$ cat src/rtl/router_pkt_tx.sv
// Router input-port packet source: buffers a payload, then sends header/payload/parity under busy back-pressure.
// Optional ROUTER_TX_PARITY_ERR_INJ_EN adds inj_err, which flips parity bit 0 of the packet it is accepted with.
module router_pkt_tx #(
   parameter int MAX_LEN = 63
) (
   input  logic       clk,
   input  logic       rst,
   input  logic       req_vld,
   input  logic [1:0] req_addr,
   input  logic [5:0] req_len,
`ifdef ROUTER_TX_PARITY_ERR_INJ_EN
   input  logic       inj_err,
`endif
   output logic       req_rdy,
   output logic       req_err,
   input  logic [7:0] src_data,
   input  logic       src_vld,
   output logic       src_rdy,
   input  logic       busy,
   output logic       pkt_vld,
   output logic [7:0] data_out,
   output logic       done
);

   localparam logic [6:0] LEN_MAX = 7'(MAX_LEN);

   typedef enum logic [2:0] {
      S_IDLE, S_FILL, S_HEADER, S_PAYLOAD, S_PARITY, S_DONE
   } state_t;

   state_t     r_state;
   logic [1:0] r_addr;
   logic [5:0] r_len;
   logic [5:0] r_cnt;
   logic [5:0] r_idx;
   logic [7:0] r_parity;
   logic       r_inj;
   logic       r_pkt_vld;
   logic [7:0] r_data_out;
   logic       r_req_err;
   logic [7:0] r_buf [0:63];

   logic       w_req_legal;
   logic       w_inj_req;
   logic [7:0] w_hdr;

`ifdef ROUTER_TX_PARITY_ERR_INJ_EN
   assign w_inj_req = inj_err;
`else
   assign w_inj_req = 1'b0;
`endif

   assign w_req_legal = (req_addr != 2'd3) && (req_len != 6'd0) && ({1'b0, req_len} <= LEN_MAX);
   assign w_hdr       = {r_len, r_addr};

   assign req_rdy  = (r_state == S_IDLE);
   assign src_rdy  = (r_state == S_FILL);
   assign done     = (r_state == S_DONE);
   assign req_err  = r_req_err;
   assign pkt_vld  = r_pkt_vld;
   assign data_out = r_data_out;

   // Payload storage is deliberately left out of reset; contents are only read after a full fill.
   always_ff @(posedge clk) begin
      if (r_state == S_FILL && src_vld) begin
         r_buf[r_cnt] <= src_data;
      end
   end

   always_ff @(posedge clk or posedge rst) begin
      if (rst) begin
         r_state    <= S_IDLE;
         r_addr     <= 2'd0;
         r_len      <= 6'd0;
         r_cnt      <= 6'd0;
         r_idx      <= 6'd0;
         r_parity   <= 8'h00;
         r_inj      <= 1'b0;
         r_pkt_vld  <= 1'b0;
         r_data_out <= 8'h00;
         r_req_err  <= 1'b0;
      end else begin
         r_req_err <= 1'b0;
         case (r_state)
            S_IDLE: begin
               if (req_vld) begin
                  if (w_req_legal) begin
                     r_addr   <= req_addr;
                     r_len    <= req_len;
                     r_parity <= {req_len, req_addr};
                     r_cnt    <= 6'd0;
                     r_inj    <= w_inj_req;
                     r_state  <= S_FILL;
                  end else begin
                     r_req_err <= 1'b1;
                  end
               end
            end
            S_FILL: begin
               if (src_vld) begin
                  r_parity <= r_parity ^ src_data;
                  r_cnt    <= r_cnt + 6'd1;
                  if (r_cnt == r_len - 6'd1) begin
                     r_state    <= S_HEADER;
                     r_pkt_vld  <= 1'b1;
                     r_data_out <= w_hdr;
                  end
               end
            end
            S_HEADER: begin
               if (!busy) begin
                  r_state    <= S_PAYLOAD;
                  r_idx      <= 6'd0;
                  r_data_out <= r_buf[0];
               end
            end
            S_PAYLOAD: begin
               if (!busy) begin
                  r_idx <= r_idx + 6'd1;
                  if (r_idx == r_len - 6'd1) begin
                     r_state    <= S_PARITY;
                     r_pkt_vld  <= 1'b0;
                     r_data_out <= r_parity ^ {7'd0, r_inj};
                  end else begin
                     r_data_out <= r_buf[r_idx + 6'd1];
                  end
               end
            end
            S_PARITY: begin
               if (!busy) begin
                  r_state    <= S_DONE;
                  r_data_out <= 8'h00;
               end
            end
            S_DONE:  r_state <= S_IDLE;
            default: r_state <= S_IDLE;
         endcase
      end
   end

endmodule

$ cat config.mk
export PLATFORM = sky130hd
export DESIGN_NAME = router_pkt_tx
export DESIGN_NICKNAME = d
export VERILOG_FILES = /design/src/rtl/router_pkt_tx.sv
export SDC_FILE = /design/constraint.sdc
export NUM_CORES = 1
export LEC_CHECK = 0
export CAP_MARGIN = 20
export CORE_MARGIN = 2
export CORE_UTILIZATION = 25
export DETAILED_ROUTE_END_ITERATION = 10
export GPL_ROUTABILITY_DRIVEN = 0
export GPL_TIMING_DRIVEN = 0
export SLEW_MARGIN = 10
export SYNTH_ARGS = -nofsm -noshare
export SYNTH_HDL_FRONTEND = slang
export SYNTH_SLANG_ARGS = --single-unit
export TNS_END_PERCENT = 5
$ cat constraint.sdc
create_clock -name clk -period 3 [get_ports clk]
set_input_delay 0.3 -clock clk [delete_from_list [all_inputs] [get_ports clk]]
set_output_delay 0.3 -clock clk [all_outputs]
set_load 0.01 [all_outputs]
# Word level (Yosys, flattened, before mapping)
# Memories as Yosys holds them, arrays and structs flattened.
# Cells that the tools add are included.
[op_classes] n_mux=37 n_eq_ne=16 add_sub_neg=3 bitwise_logic=1 n_reduce_logical=14
[ops] cell="8-bit 2-to-1 mux" n=9
[ops] cell="8-bit one-hot mux with 4 select lines" n=1
[ops] cell="6-bit 2-to-1 mux" n=5
[ops] cell="3-bit 2-to-1 mux" n=8
[ops] cell="6-bit one-hot mux with 2 select lines" n=2
[ops] cell="8-bit one-hot mux with 2 select lines" n=1
[ops] cell="3-bit one-hot mux with 5 select lines" n=1
[ops] cell="2-bit inequality test (second input constant)" n=7
[ops] cell="6-bit by 1-bit adder with 6-bit output (second input constant)" n=2
[ops] cell="6-bit equality test" n=2
[ops] cell="1-bit 2-to-1 mux" n=9
[ops] cell="8-bit AND reduction" n=1
[ops] cell="8-bit XOR" n=1
[ops] cell="3-bit by 2-bit equality test with 1-bit output (second input constant)" n=2
[ops] cell="3-bit equality test (second input constant)" n=2
[ops] cell="3-bit AND reduction" n=2
[ops] cell="6-bit AND reduction" n=1
[ops] cell="2-bit nonzero test" n=3
[ops] cell="6-bit nonzero test" n=1
[ops] cell="6-bit by 1-bit subtractor with 6-bit output (second input constant)" n=1
[ops] cell="5-bit AND reduction" n=1
[ops] cell="2-bit by 1-bit inequality test with 1-bit output (second input constant)" n=2
[ops] cell="4-bit AND reduction" n=1
[ops] cell="4-bit nonzero test" n=1
[ops] cell="4 further kinds" n=5
[totals] out_inout_bits=13 reg_bits=41 memories=1 in_bits=21 mem_bits_rw=512
[mem_list] name="r_buf" words=64 width=8 read_ports=2 rd_clocked_by_memory_dff=0 write_ports=1 line="41" text="logic [7:0] r_buf [0:63];"

# Longest topological paths before layout
# Gate-level depths: netlist of the first run.
[logic_depth] ltp_word=5 ltp_mapped=11

# Least setup slack after synthesis of the first run
# Ideal clock, no wire load.
[synth_path] kind="flip-flop to flip-flop" startpoint="register r_idx[0]" endpoint="register r_data_out[2] (netlist: data_out[2])" required_ns=2.879 period_less_slack_ns=2.758 t_arrival_ns=2.637 stages_incl_launch_ff=10 slack_ns=0.242 n_path_buf=3 path_cell_list="dfrtp_1 -> ha_1 -> buf_4 -> buf_2 -> clkbuf_1 -> mux4_2 -> mux4_2 -> o2111ai_1 -> o31ai_1 -> a22o_1"
[synth_between] elab_chain_cells=5 elab_cells_between_ends=6
[synth_rtl] item="start: declaration" line="35" text="logic [5:0] r_idx;"
[synth_rtl] item="start signal: assignment" line="119" text="r_idx <= r_idx + 6'd1;"
[synth_rtl] item="6-bit by 1-bit adder with 6-bit output" line="125" text="r_data_out <= r_buf[r_idx + 6'd1];"
[synth_rtl] item="memory read 64 x 8 bit"
[synth_rtl] item="8-bit 2-to-1 mux (*)" line="120" text="if (r_idx == r_len - 6'd1) begin"
[synth_rtl] item="8-bit 2-to-1 mux (*)" line="118" text="if (!busy) begin"
[synth_rtl] item="8-bit one-hot mux with 4 select lines (*)" line="84" text="case (r_state)"
[synth_rtl] item="end signal: assignment" line="114" text="r_data_out <= r_buf[0];"
[synth_rtl] item="end signal: assignment" line="123" text="r_data_out <= r_parity ^ {7'd0, r_inj};"
[synth_rtl] item="end signal: assignment" line="125"
[synth_rtl] item="end: declaration" line="39" text="logic [7:0] r_data_out;"
# Every way passes the cells marked *; elsewhere a longest branch is shown, timed or not. The select of a mux whose other input is x is not followed.
# A chain may end at the register's enable or synchronous reset.

# Worst setup path in the final report of the first run
[layout_path] startpoint="register r_state[1]" endpoint="output src_rdy"
[layout_between] elab_chain_cells=1
[layout_rtl] item="start: declaration" line="31" text="state_t r_state;"
[layout_rtl] item="start signal: assignment" line="72" text="r_state <= S_IDLE;"
[layout_rtl] item="start signal: assignment" line="93" text="r_state <= S_FILL;"
[layout_rtl] item="start signal: assignment" line="104" text="r_state <= S_HEADER;"
[layout_rtl] item="3-bit by 1-bit equality test with 1-bit output" line="57" text="assign src_rdy = (r_state == S_FILL);"
[layout_rtl] item="end: declaration" line="18" text="output logic src_rdy,"
# No other way between the ends.

==> impl_metrics.json, run 1 <==
{
  "outcome": "finished with violations",
  "violations": "setup timing",
  "dr.pass1.iters": 5,
  "clkTransAtPathRegs_ps": 70,
  "cp.arrival_ps": 2700,
  "tns_ps": -1.21,
  "ant_nets": 0,
  "cts_tree": "yes",
  "cap_violations": 0,
  "crit_chain": "clkbuf_1, nor3_2, clkbuf_4, clkbuf_4, clkbuf_4, clkdlybuf4s50_1",
  "synth_edf_count": 512,
  "clock-skew-final_ps": 19.1,
  "max-slew-margin-rel": 0.346,
  "grt_max_degree": 67,
  "setup_ws_ps": -1.21,
  "busiest_layer": "met2",
  "insertion_delay_ps": 610,
  "yosysWarnings": 0,
  "grt_pass1_vias": 12400,
  "dp_hpwl_mm": 37.9,
  "min_path_type": "in -> async",
  "die_area_um2": 92500,
  "vias": 12100,
  "synthesis.nets": 1281,
  "grt_use_total": 0.120,
  "leakage_nw": 8.43,
  "die_w_um": 304,
  "grt_overflow": 0,
  "drt_iter0_drc": 1200,
  "ys_ff_latch": 553,
  "fin_crit_ps": 3000,
  "crit_path_frequent_cell": "clkbuf_4",
  "synth_seq_area_share": 0.729,
  "nets": 1387,
  "coreArea_um2": 89600,
  "antenna_found_initial": 4,
  "syn_avg_cell_area_um2": 17.9,
  "ys_async_sr_fraction": 0.0741,
  "rr_worst_depth": 9,
  "clkSinkCount": 553,
  "post-place-ws_ps": -897,
  "die_h_um": 304,
  "cts_buffers": 55,
  "met3_usage": 0.0257,
  "rows": 110,
  "tightest_slew_ps": 981,
  "max_stage_delay_ps": 550,
  "final_max_slew_viol_count": 0,
  "final_layout_size_suffix_gt1_frac": 0.238,
  "clockBufferDepth": 3,
  "synth_area_um2": 22500,
  "grt_setup_unrepaired": "true",
  "hold_viol": 0,
  "num_io_pins": 34,
  "wirelength_mm": 55.9,
  "clockRootBuffer": "clkbuf_16",
  "critPathLaunchType": "register",
  "worst-path-max-fanout": 10,
  "ys.flop_type": "edfxtp_1",
  "initial_core_util": 0.251,
  "numPortBuffers": 33,
  "rrSetupSlack_ps": 60,
  "synthCells": 1257,
  "area_growth_syn_to_layout_pct": 18.3,
  "grt_pass1_wl_mm": 83.5,
  "r2r-end": "data_out[0]",
  "slowest_stage": "clkdlybuf4s50_1",
  "worstSetupPathType": "reg -> out",
  "final_area_um2": 26600,
  "diodes": 0,
  "drc": 0,
  "crit_path_end_kind": "output pin",
  "use_met2": 0.190,
  "fin_crit_sh": 1.00,
  "vdd_drop_max_v": 0.000485,
  "r2r_start": "r_idx[0]",
  "setup_viol_count_final": 1,
  "htree_levels": 2,
  "crit_required_ps": 2700,
  "viasPerCell": 4.70,
  "synthDistinctLibCells": 58,
  "powerDensity_nw_per_um2": 973,
  "finalPower_w": 0.0259,
  "met1_usage": 0.163,
  "max_freq_ghz": 0.333,
  "dpl_cell_area_um2": 24400,
  "wl_per_cell_um": 21.7
}
[Yosys cell counts (all sizes together) (2+ instances only)]
cell     count  area (µm²)
or3         12        75.1
and2         4        25.0
nand2      111         417
nand3       69         350
a21o         3        22.5
ha           3        37.5
nor2b        3        18.8
mux2         6        67.6
nand4        2        12.5
a31oi       12        75.1
o32ai        2        17.5
a22o         2        17.5
inv         13        48.8
mux2i       21         210
o31ai        4        30.0
nor3         4        20.0
and4         2        17.5
nand2b      12        75.1
o21ai       29         145
nor2        82         308
a21oi       41         205
clkbuf      31         116
nand3b       3        22.5
nor3b        5        37.5
and3         2        12.5
edfxtp     512       15400
o2111ai      6        52.6
o211ai       2        15.0
and4b        2        20.0
xor2         4        35.0
o31a         5        43.8
mux4       133        3000
buf         38         203
xnor3        3        67.6
xnor2       17         156
dfrtp       41        1030
[report_power, final]
| group | total, W | leakage, nW | switching (W) | internal, W |
|---|---|---|---|---|
| clock network | 0.00644 | 0.816 | 0.00283 | 0.00360 |
| registers | 0.00922 | 5.09 | 0.000345 | 0.00887 |
| logic | 0.0103 | 2.53 | 0.00587 | 0.00438 |
[worst max-delay path by stage]
stage	start	to	slack, ps	depth (start not counted)
final	r_state[1]	src_rdy	-1	6
after global routing	r_state[1]	r_buf[48][7]	-160	7
after CTS	r_state[1]	src_rdy	-0.4	6
after detailed placement	r_idx[0]	data_out[3]	-900	11
after global placement	r_idx[0]	data_out[3]	-840	11
after floorplan	r_idx[0]	data_out[2]	240	9
[kinds of logic (layout without fill, tap and decap cells)]
logic type / after synthesis / after routing / share of synthesized area
flops: 553 / 553 / 0.729
simple gates: 318 / 318 / 0.0644
mux: 160 / 160 / 0.145
compound gates: 117 / 117 / 0.0320
buf+inv: 82 / 230 / 0.0163
xor+xnor: 24 / 24 / 0.0115
fa+ha+maj: 3 / 3 / 0.00167
[routing by layer]
metal	routed length [µm]	vias up
met5	24	-
met4	1860	6
li1	-	5221
met2	26300	448
met3	3950	104
met1	23800	6349
[registers in the layout, indices dropped and copies added, names as in the netlist]
signal and cells:
r_idx 6, req_err 1, r_parity 8, r_state 3, data_out 8, pkt_vld 1
r_buf 512, r_cnt 6, r_len 6, r_addr 2
[stage by stage]
stage,cells,util,hold slack [ps]
final,2581,0.297,49.4
after detailed placement,2474,0.273,478
after global routing,2581,0.297,94.9
after CTS,2576,0.295,40.2
after global placement,2466,0.271,473
after floorplan,1257,-,399
[what timing repair did]
action	in CTS	in global routing
pin swaps	3	2
setup buffers	4	6
gates cloned	0	0
hold buffers	0	0
endpoints found under the setup margin	503	324
resized for setup	72	48
[cell type report]
cell class,instances,area [µm²]
clock inverters,27,186
inverters,13,48.8
clock buffers,72,1470
plain buffers,67,482
repair buffers,51,536
well taps,1176,1470
flip-flops and latches,553,16400
multi-input cells,622,6040
fillers,8712,63000
[critical path: cells and delay by family (launching register included)]
family	cells	cell delay [ps]
buffers and inverters	5	1470
DFF	1	380
and+or+nand+nor	1	250
[placed cells by master (no fill, tap or decap), drive strengths merged, types with 6 or more instances in the layout]
| cell type | instances |
|---|---|
| clkbuf | 102 |
| edfxtp | 512 |
| dfrtp | 41 |
| mux4 | 133 |
| nand3 | 69 |
| clkinv | 23 |
| mux2 | 6 |
| or3 | 12 |
| xnor2 | 17 |
| o21ai | 29 |
| mux2i | 21 |
| buf | 63 |
| clkdlybuf4s50 | 25 |
| nand2 | 111 |
| nor2 | 82 |
| o2111ai | 6 |
| a31oi | 12 |
| nand2b | 12 |
| inv | 14 |
| a21oi | 41 |
No activity file was read; power rests on OpenSTA's default activity.
==> run 2, diff against run 1 <==
--- a/config.mk
+++ b/config.mk
@@ -5,6 +5,7 @@
 export SDC_FILE = /design/constraint.sdc
 export NUM_CORES = 1
 export LEC_CHECK = 0
+export ABC_AREA = 0
 export CAP_MARGIN = 20
 export CORE_MARGIN = 2
 export CORE_UTILIZATION = 25
==> results of run 2 <==
The final DEF is identical to that of run 1; final timing and power are the same.
